<file path="config.mk">
export PLATFORM = sky130hd
export DESIGN_NAME = mem_bus_arbiter
export DESIGN_NICKNAME = d
export VERILOG_FILES = /design/src/rtl/mem_bus_arb_pkg.sv /design/src/rtl/rr_pick2.sv /design/src/rtl/mem_bus_arbiter.sv
export SDC_FILE = /design/constraint.sdc
export NUM_CORES = 1
export LEC_CHECK = 0
export BUFFER_PORTS_ARGS = -buffer_cell sky130_fd_sc_hd__buf_2
export CAP_MARGIN = 25
export CORE_AREA = 8 8 160 87
export DETAILED_ROUTE_END_ITERATION = 8
export DIE_AREA = 0 0 168 95
export GPL_TIMING_DRIVEN = 0
export PLACE_DENSITY_LB_ADDON = 0.08
export SLEW_MARGIN = 25
export SYNTH_ARGS = -nofsm -noshare
export SYNTH_HDL_FRONTEND = slang
export SYNTH_SLANG_ARGS = --single-unit
</file>
<file path="constraint.sdc">
create_clock -name i_clk -period 1.6 [get_ports i_clk]
set_clock_uncertainty 0.1 [all_clocks]
set_input_delay 0.32 -clock i_clk [delete_from_list [all_inputs] [get_ports i_clk]]
set_output_delay 0.32 -clock i_clk [all_outputs]
set_load 0.02 [all_outputs]
</file>
<file path="src/rtl/mem_bus_arb_pkg.sv">
// Shared types, constants and the region classifier for the memory bus arbiter.
package mem_bus_arb_pkg;

  typedef enum logic [1:0] {
    IDLE = 2'd0,
    ADDR = 2'd1,
    DATA = 2'd2,
    RESP = 2'd3
  } state_t;

  typedef logic [1:0] region_t;

  localparam region_t REGION0 = 2'd0;
  localparam region_t REGION1 = 2'd1;
  localparam region_t REGION2 = 2'd2;

  localparam int unsigned R1_BASE_DEF = 256;
  localparam int unsigned R2_BASE_DEF = 512;

  // Operands are widened to 64 bits by the caller so one function serves any
  // address width up to 64; the compare is plain unsigned with no wrap.
  function automatic region_t addr_region(input logic [63:0] addr,
                                          input logic [63:0] r1,
                                          input logic [63:0] r2);
    if (addr < r1) begin
      return REGION0;
    end
    if (addr < r2) begin
      return REGION1;
    end
    return REGION2;
  endfunction

endpackage

</file>
<file path="src/rtl/rr_pick2.sv">
// Combinational two-way round-robin picker: a lone requester wins, a tie goes
// to the port that did not win last time.
module rr_pick2 (
  input  logic i_req0,
  input  logic i_req1,
  input  logic i_last,
  output logic o_valid,
  output logic o_winner
);

  // Winner select; o_winner is only meaningful while o_valid is high.
  always_comb begin
    o_valid  = i_req0 | i_req1;
    o_winner = 1'b0;
    if (i_req0 && i_req1) begin
      o_winner = ~i_last;
    end else if (i_req1) begin
      o_winner = 1'b1;
    end
  end

endmodule

</file>
<file path="src/rtl/mem_bus_arbiter.sv">
// Two-master round-robin arbiter for the shared memory data bus.
// Every transaction takes four cycles (arbitration, address, data, response)
// and every output comes straight from a register.
//
// state | meaning
// IDLE  | sample requests, latch the winner onto the bus registers
// ADDR  | bus_wr asserted (writes only), address/data valid on the bus
// DATA  | memory returns read data; captured into rdata at end of cycle
// RESP  | ack pulse to the granted port, rdata valid
module mem_bus_arbiter
  import mem_bus_arb_pkg::*;
#(
  parameter int unsigned AW      = 32,
  parameter int unsigned DW      = 32,
  parameter int unsigned R1_BASE = R1_BASE_DEF,
  parameter int unsigned R2_BASE = R2_BASE_DEF
) (
  input  logic          i_clk,
  input  logic          i_rst,
  input  logic          i_req0,
  input  logic          i_req1,
  input  logic          i_wr0,
  input  logic          i_wr1,
  input  logic [AW-1:0] i_addr0,
  input  logic [AW-1:0] i_addr1,
  input  logic [DW-1:0] i_wdata0,
  input  logic [DW-1:0] i_wdata1,
  output logic          o_ack0,
  output logic          o_ack1,
  output logic [DW-1:0] o_rdata,
  output logic          o_bus_wr,
  output logic [AW-1:0] o_bus_addr,
  output logic [DW-1:0] o_bus_wdata,
  input  logic [DW-1:0] i_bus_rdata,
  output logic [1:0]    o_region
);

  state_t        r_state;
  state_t        w_state_nxt;

  logic          r_last;
  logic          r_grant;
  logic          r_bus_wr;
  logic [AW-1:0] r_bus_addr;
  logic [DW-1:0] r_bus_wdata;
  region_t       r_region;
  logic [DW-1:0] r_rdata;
  logic          r_ack0;
  logic          r_ack1;

  logic          w_last_nxt;
  logic          w_grant_nxt;
  logic          w_bus_wr_nxt;
  logic [AW-1:0] w_bus_addr_nxt;
  logic [DW-1:0] w_bus_wdata_nxt;
  region_t       w_region_nxt;
  logic [DW-1:0] w_rdata_nxt;
  logic          w_ack0_nxt;
  logic          w_ack1_nxt;

  logic          w_pick_valid;
  logic          w_pick_winner;
  logic          w_win_wr;
  logic [AW-1:0] w_win_addr;
  logic [DW-1:0] w_win_wdata;
  region_t       w_win_region;

  rr_pick2 u_pick (
    .i_req0   (i_req0),
    .i_req1   (i_req1),
    .i_last   (r_last),
    .o_valid  (w_pick_valid),
    .o_winner (w_pick_winner)
  );

  // Route the winning port's transaction and classify its address.
  always_comb begin
    w_win_wr     = w_pick_winner ? i_wr1    : i_wr0;
    w_win_addr   = w_pick_winner ? i_addr1  : i_addr0;
    w_win_wdata  = w_pick_winner ? i_wdata1 : i_wdata0;
    w_win_region = addr_region(64'(w_win_addr), 64'(R1_BASE), 64'(R2_BASE));
  end

  // Next-state and next-register values; bus fields hold unless a grant occurs.
  always_comb begin
    w_state_nxt     = r_state;
    w_last_nxt      = r_last;
    w_grant_nxt     = r_grant;
    w_bus_wr_nxt    = 1'b0;
    w_bus_addr_nxt  = r_bus_addr;
    w_bus_wdata_nxt = r_bus_wdata;
    w_region_nxt    = r_region;
    w_rdata_nxt     = r_rdata;
    w_ack0_nxt      = 1'b0;
    w_ack1_nxt      = 1'b0;

    case (r_state)
      IDLE: begin
        if (w_pick_valid) begin
          w_state_nxt     = ADDR;
          w_last_nxt      = w_pick_winner;
          w_grant_nxt     = w_pick_winner;
          w_bus_wr_nxt    = w_win_wr;
          w_bus_addr_nxt  = w_win_addr;
          w_bus_wdata_nxt = w_win_wdata;
          w_region_nxt    = w_win_region;
        end
      end
      ADDR: begin
        w_state_nxt = DATA;
      end
      DATA: begin
        // Captured for writes too; the requester simply ignores it.
        w_state_nxt = RESP;
        w_rdata_nxt = i_bus_rdata;
        w_ack0_nxt  = ~r_grant;
        w_ack1_nxt  = r_grant;
      end
      RESP: begin
        w_state_nxt = IDLE;
      end
      default: begin
        w_state_nxt = IDLE;
      end
    endcase
  end

  // State register.
  always_ff @(posedge i_clk) begin
    if (i_rst) begin
      r_state <= IDLE;
    end else begin
      r_state <= w_state_nxt;
    end
  end

  // Datapath and output registers; reset abandons any transaction in flight.
  always_ff @(posedge i_clk) begin
    if (i_rst) begin
      r_last      <= 1'b1;
      r_grant     <= 1'b0;
      r_bus_wr    <= 1'b0;
      r_bus_addr  <= '0;
      r_bus_wdata <= '0;
      r_region    <= REGION0;
      r_rdata     <= '0;
      r_ack0      <= 1'b0;
      r_ack1      <= 1'b0;
    end else begin
      r_last      <= w_last_nxt;
      r_grant     <= w_grant_nxt;
      r_bus_wr    <= w_bus_wr_nxt;
      r_bus_addr  <= w_bus_addr_nxt;
      r_bus_wdata <= w_bus_wdata_nxt;
      r_region    <= w_region_nxt;
      r_rdata     <= w_rdata_nxt;
      r_ack0      <= w_ack0_nxt;
      r_ack1      <= w_ack1_nxt;
    end
  end

  assign o_ack0      = r_ack0;
  assign o_ack1      = r_ack1;
  assign o_rdata     = r_rdata;
  assign o_bus_wr    = r_bus_wr;
  assign o_bus_addr  = r_bus_addr;
  assign o_bus_wdata = r_bus_wdata;
  assign o_region    = r_region;

endmodule
</file>
# Word level (Yosys, flattened, before mapping)
# Cells that the tools add are included.
# Widths: inputs -> output; s select.
totals:
  reg_bits: 105
  input_bits: 166
  out_inout_bits: 101
  elab_cells: 41
classes:
  n_lt_le_gt_ge: 2
  eq_ne: 4
  mux: 14
  bitwise_logic: 6
  n_reduce_logical: 5
op_table:
  columns: ["operator", "count"]
  rows:
  - ["$mux 32", 2]
  - ["$lt 32x10->1 const B", 1]
  - ["$lt 32x9->1 const B", 1]
  - ["$mux 2", 5]
  - ["$pmux 2 s4", 1]
  - ["$mux 1", 6]
  - ["$not 1->1", 5]
  - ["$eq 2x2->1 const B", 2]
  - ["$reduce_or 3->1", 1]
  - ["$eq 2x1->1 const B", 1]
  - ["$logic_not 2->1", 1]
  - ["$ne 2x1->1 const B", 1]
  - ["$reduce_and 2->1", 1]
  - ["$reduce_or 2->1", 1]
  - ["$logic_and 1x1->1", 1]
  - ["$or 1x1->1", 1]

# Longest topological paths before layout
depth:
  ltp_word: 8
  depth_mapped: 8
  depth_no_buf: 6

# Modules after synthesis
# From an unflattened synthesis, not the netlist that was laid out.
unflattened:
  cells_unflattened: 447
  hier_area_um2: 4494.3
modules_own_cells:
  columns: ["mod", "instances", "cells_per_inst", "area_per_inst_um2", "seq_area_each_um2"]
  rows:
  - ["mem_bus_arbiter", 1, 445, 4480.5, 2102.0]
  - ["rr_pick2", 1, 2, 13.8, 0.0]

# Least setup slack after synthesis
# OpenSTA, ideal clock, no wires.
synth_timing:
  path_kind: "reg2reg"
  startpoint: "reg r_state[0]"
  endpoint: "reg r_bus_addr[8] (netlist: o_bus_addr[8])"
  setup_time_ns: 0.086
  t_arrival_ns: 1.405
  required_time_ns: 1.414
  slack_ns: 0.009
  stages_incl_launch_ff: 9
  path_buffers: 3
  synth_period_minus_slack_ns: 1.591
  cell_sequence: "dfxtp_1 -> inv_1 -> ha_1 -> buf_2 -> nor2b_1 -> buf_2 -> buf_2 -> nor2_1 -> a211oi_1"
synth_via:
  elab_chain_len: 2
synth_lines:
  columns: ["element", "line_no", "rtl"]
  rows:
  - ["start: declaration", "mem_bus_arbiter.sv:38", "state_t r_state;"]
  - ["start signal: assignment", "mem_bus_arbiter.sv:133", "r_state <= w_state_nxt;"]
  - ["$logic_not 2->1", "mem_bus_arbiter.sv:97", "case (r_state)"]
  - ["$reduce_and 2->1 (no source line)", null, null]
  - ["end signal: assignment", "mem_bus_arbiter.sv:153", "r_bus_addr <= w_bus_addr_nxt;"]
  - ["end: declaration", "mem_bus_arbiter.sv:44", "logic [AW-1:0] r_bus_addr;"]
# Every way passes these cells.
# A chain may end at the register's enable or synchronous reset.

# Final worst setup path
layout_timing:
  startpoint: "reg r_last"
  endpoint: "reg r_bus_addr[29] (netlist: o_bus_addr[29])"
layout_via:
  elab_chain_len: 3
layout_lines:
  columns: ["element", "line_no", "rtl"]
  rows:
  - ["start: declaration", "mem_bus_arbiter.sv:41", "logic r_last;"]
  - ["start signal: assignment", "mem_bus_arbiter.sv:150", "r_last <= w_last_nxt;"]
  - ["$not 1->1", "rr_pick2.sv:16", "o_winner = ~i_last;"]
  - ["$mux 1", "rr_pick2.sv:15", "if (i_req0 && i_req1) begin"]
  - ["$mux 32", "mem_bus_arbiter.sv:79", "w_win_addr = w_pick_winner ? i_addr1 : i_addr0;"]
# Every way passes these cells.

==> Implementation_results.wiki <==
{| class="wikitable"
! Metric !! Value
|-
| Crit share post-route || 96.2%
|-
| Worst Setup Path Type || register to register
|-
| Synthesized Nets || 613
|-
| Post-synthesis instance total || 445
|-
| Sequential fraction of the synthesis area || 47.4%
|-
| Area of the placeable core || 11500 um2
|-
| Clock buffers created by TritonCTS || 9
|-
| Yosys synthesis warning count || 0
|-
| Fin area || 6750 um2
|-
| Detailed-route via count || 4403
|-
| Initial standard-cell utilization of the core || 38.5%
|-
| Proportion of synthesized flip-flops having asynchronous set or reset || 0%
|-
| Number of distinct library cells after synthesis || 33
|-
| CTS HTree Levels || 3
|-
| Multiplexer share of the synthesized area || 21.9%
|-
| CTS clock-pin slew for the worst setup and hold paths || 0.08 ns
|-
| Worst hold path type || input port to register
|-
| Average cell area after synthesis || 9.96 um2
|-
| Commonest register cell after synthesis || sky130_fd_sc_hd__dfxtp_1
|-
| GRT Overall Usage || 19.6%
|-
| Compound-Gate Fraction of Synth Area || 12.7%
|-
| Dominant combinational cell family by area after synthesis || multiplexers
|-
| Post-synthesis share of cell area spent on and, or, nand and nor gates || 12.1%
|-
| Post-synthesis sequential element count || 105
|-
| Filler Cells Inserted || 1024
|-
| TritonCTS clock tree || yes
|-
| Max-cap viol count || 0
|-
| Setup crit start kind || register
|-
| I/O pin count || 267
|-
| Initial antenna violation count || 1
|-
| Sink Count || 105
|-
| Minimum setup slack in the final design || 0.0608 ns
|-
| Post-Place Cell Area || 5950 um2
|-
| Clock Latency Late Sink || 0.33 ns
|-
| VDD IR max || 0.000667 V
|-
| Required time reported for the critical path endpoint || 1.70 ns
|-
| Final Hold Vio Count || 0
|-
| Library cell occupying the most area in the post-synthesis netlist || sky130_fd_sc_hd__dfxtp_1
|-
| Number of iterations in the first detailed-routing pass || 5
|-
| Final #Nets || 897
|-
| Critical Path Sink Type || register
|-
| Share of post-route cells with drive strength above 1 || 50.1%
|-
| Remaining number of nets flagged by the antenna check after routing || 0
|-
| Minimum clock period after layout || 1.54 ns
|-
| Residual overflow from global routing || 0
|-
| Wire length after detailed routing || 16600 um
|-
| Run status || completed
|-
| Via count of the first global-routing pass || 4565
|-
| Port Buf Inserts || 265
|-
| Synth top area share || 47.4%
|-
| Critical path buffer and inverter count || 2
|-
| Height of the chip || 95 um
|-
| Site Rows || 28
|-
| Cells along the critical path || a21boi_2 -> buf_4 -> buf_4 -> mux2i_1 -> a211oi_2
|-
| GP Congestion || 0.877
|-
| Number of DRC violations after detailed-routing iteration 0 || 197
|-
| Family with the most delay on the worst path || buffers and inverters
|-
| Post-Route Utilization || 58.5%
|-
| Leakage power || 3.15 nW
|-
| Post-synthesis share of cell area spent on xor and xnor gates || 0%
|-
| Data arrival time of the critical path || 1.64 ns
|-
| Slowest stage delay, CP || 0.36 ns
|-
| # DRC || 0
|-
| Setup Slack @ Placement || -0.369 ns
|-
| Final-report setup violation count || 0
|-
| Power, Total || 12.0 mW
|-
| Most area-consuming cells after synthesis || sky130_fd_sc_hd__dfxtp_1 (47%), sky130_fd_sc_hd__mux2i_1 (22%), sky130_fd_sc_hd__a211oi_1 (11%), sky130_fd_sc_hd__nor2_1 (8.6%), sky130_fd_sc_hd__buf_2 (2.0%)
|-
| Detailed-route vias per instance || 4.98
|-
| Slew at the pin with the worst max-slew slack || 0.622 ns
|-
| Biggest fanout along the worst timing path || 10
|-
| Adder and majority cell fraction of the synthesized area || 0.564%
|-
| Area of the die || 16000 um2
|-
| Wire length per cell after detailed routing || 18.8 um
|-
| Unrepaired setup endpoints after global routing || true
|-
| Most common cell type on the critical path || sky130_fd_sc_hd__buf_4
|-
| Die width || 168 um
|-
| Placed Cells incl. Taps || 860
|-
| Headroom to the max-slew limit || 58.5%
|-
| Number of flops mapped to enable cells by yosys || 0
|-
| Maximum clock rate || 650 MHz
|-
| N_diodes || 0
|-
| Global-route wire length before repair || 24900 um
|-
| Largest net degree at the start of global routing || 20
|-
| Crit path max-delay cell type || sky130_fd_sc_hd__mux2i_1
|-
| Sum of net half-perimeters after detailed placement || 13400 um
|-
| Post-synth design cell area || 4430 um2
|-
| Deepest clock path buffer count || 2
|-
| Power Density || 1770 nW/um2
|-
| Clock tree root driver cell || sky130_fd_sc_hd__clkbuf_16
|-
| Area grow syn2layout || 52.2%
|-
| Final Instance Count excl. Fillers || 884
|-
| Number of pins exceeding their max-slew limit in the final report || 0
|}
[sequential cells by signal, indices dropped and copies added (netlist names)]
register     flops
o_bus_addr      32
o_bus_wdata     32
o_rdata         32
o_region         2
r_state          2
o_ack0           1
o_ack1           1
o_bus_wr         1
r_grant          1
r_last           1
[layout by cell type (no fill, tap or decap), types with 8 or more instances in the layout]
master                      count
sky130_fd_sc_hd__mux2i_1       88
sky130_fd_sc_hd__dfxtp_1      102
sky130_fd_sc_hd__a211oi_2      24
sky130_fd_sc_hd__buf_4         11
sky130_fd_sc_hd__a211oi_1      40
sky130_fd_sc_hd__buf_6          9
sky130_fd_sc_hd__nor4_1        10
sky130_fd_sc_hd__clkbuf_1       9
sky130_fd_sc_hd__nor2_1        95
sky130_fd_sc_hd__buf_2        265
sky130_fd_sc_hd__mux2i_2        8
sky130_fd_sc_hd__clkbuf_16     13
[per-stage QoR]
| step | setup TNS (ns) | hold slack, ns |
|---|---|---|
| finish | 0 | 0.114 |
| global route | -0.0228 | 0.107 |
| CTS | 0 | 0.106 |
| detailed placement | -24.66 | 0.361 |
| global placement | -19.52 | 0.347 |
| floorplan | 0 | 0.313 |
[cells by family after synthesis]
kind of cell | Yosys count
simple gates | 126
fa+ha+maj | 2
compound gates | 74
flops | 105
buf+inv | 41
mux | 97
[tightest hold or removal path, stage by stage]
cell,delay (ns)
sky130_fd_sc_hd__buf_2,0.08
sky130_fd_sc_hd__mux2i_1,0.06
sky130_fd_sc_hd__nor2_1,0.07
[synth_stat cells, types with 2 or more instances]
library cell               count
sky130_fd_sc_hd__inv_1         2
sky130_fd_sc_hd__buf_12        2
sky130_fd_sc_hd__nor2_1      101
sky130_fd_sc_hd__clkbuf_1     11
sky130_fd_sc_hd__a211oi_1     64
sky130_fd_sc_hd__nand2_1       3
sky130_fd_sc_hd__ha_1          2
sky130_fd_sc_hd__nor3_1        3
sky130_fd_sc_hd__mux2i_1      97
sky130_fd_sc_hd__a21oi_1       2
sky130_fd_sc_hd__buf_2        18
sky130_fd_sc_hd__dfxtp_1     105
sky130_fd_sc_hd__buf_4         5
sky130_fd_sc_hd__buf_1         2
sky130_fd_sc_hd__nor4_1       10
[power breakdown]
group | switching, mW | internal [mW]
clock | 1.02 | 1.25
sequential | 0.404 | 3.41
combinational | 3.37 | 2.51
[path summary, 6_finish.rpt]
path	from	slack, ns	to	depth (start not counted)
worst max-delay path	r_last	0.06	o_bus_addr[29]	5
worst min-delay path	i_bus_rdata[9]	0.11	o_rdata[9]	3
worst max register to register	r_last	0.06	o_bus_addr[29]	5
worst min register to register	r_grant	0.37	o_ack0	1
[routing by layer]
metal  track usage [%]  share of wire [%]  vias to the layer above
li1                  -                  -                     2169
met1              24.5                 44                     2035
met2              32.5                 45                      191
met3              7.66                9.7                        6
met4              3.17               0.39                        2
met5                 0              0.078                        -
[cell type report]
| cell class | count | area [um2] | area share (%) |
|---|---|---|---|
| Multi-Input combinational cell | 299 | 2290 | 33.9 |
| Sequential cell | 105 | 2110 | 31.2 |
| Timing Repair Buffer | 274 | 1490 | 22.1 |
| Buffer | 38 | 352 | 5.21 |
| Clock buffer | 9 | 225 | 3.34 |
| Tap cell | 150 | 188 | 2.78 |
| Clock inverter | 7 | 86.3 | 1.28 |
| Inverter | 2 | 10.0 | 0.148 |
[what timing repair did]
| action | 4_1_cts | 5_1_grt |
|---|---|---|
| buffers inserted | 1 | 1 |
| cloned | 3 | 4 |
| endpoints found under the setup margin | 88 | 72 |
| pin swaps | 1 | 35 |
| gates resized for setup | 49 | 53 |
| hold buffers | 0 | 0 |
| endpoints found under the hold margin | 0 | 0 |
(Power assumes the default switching activity.)
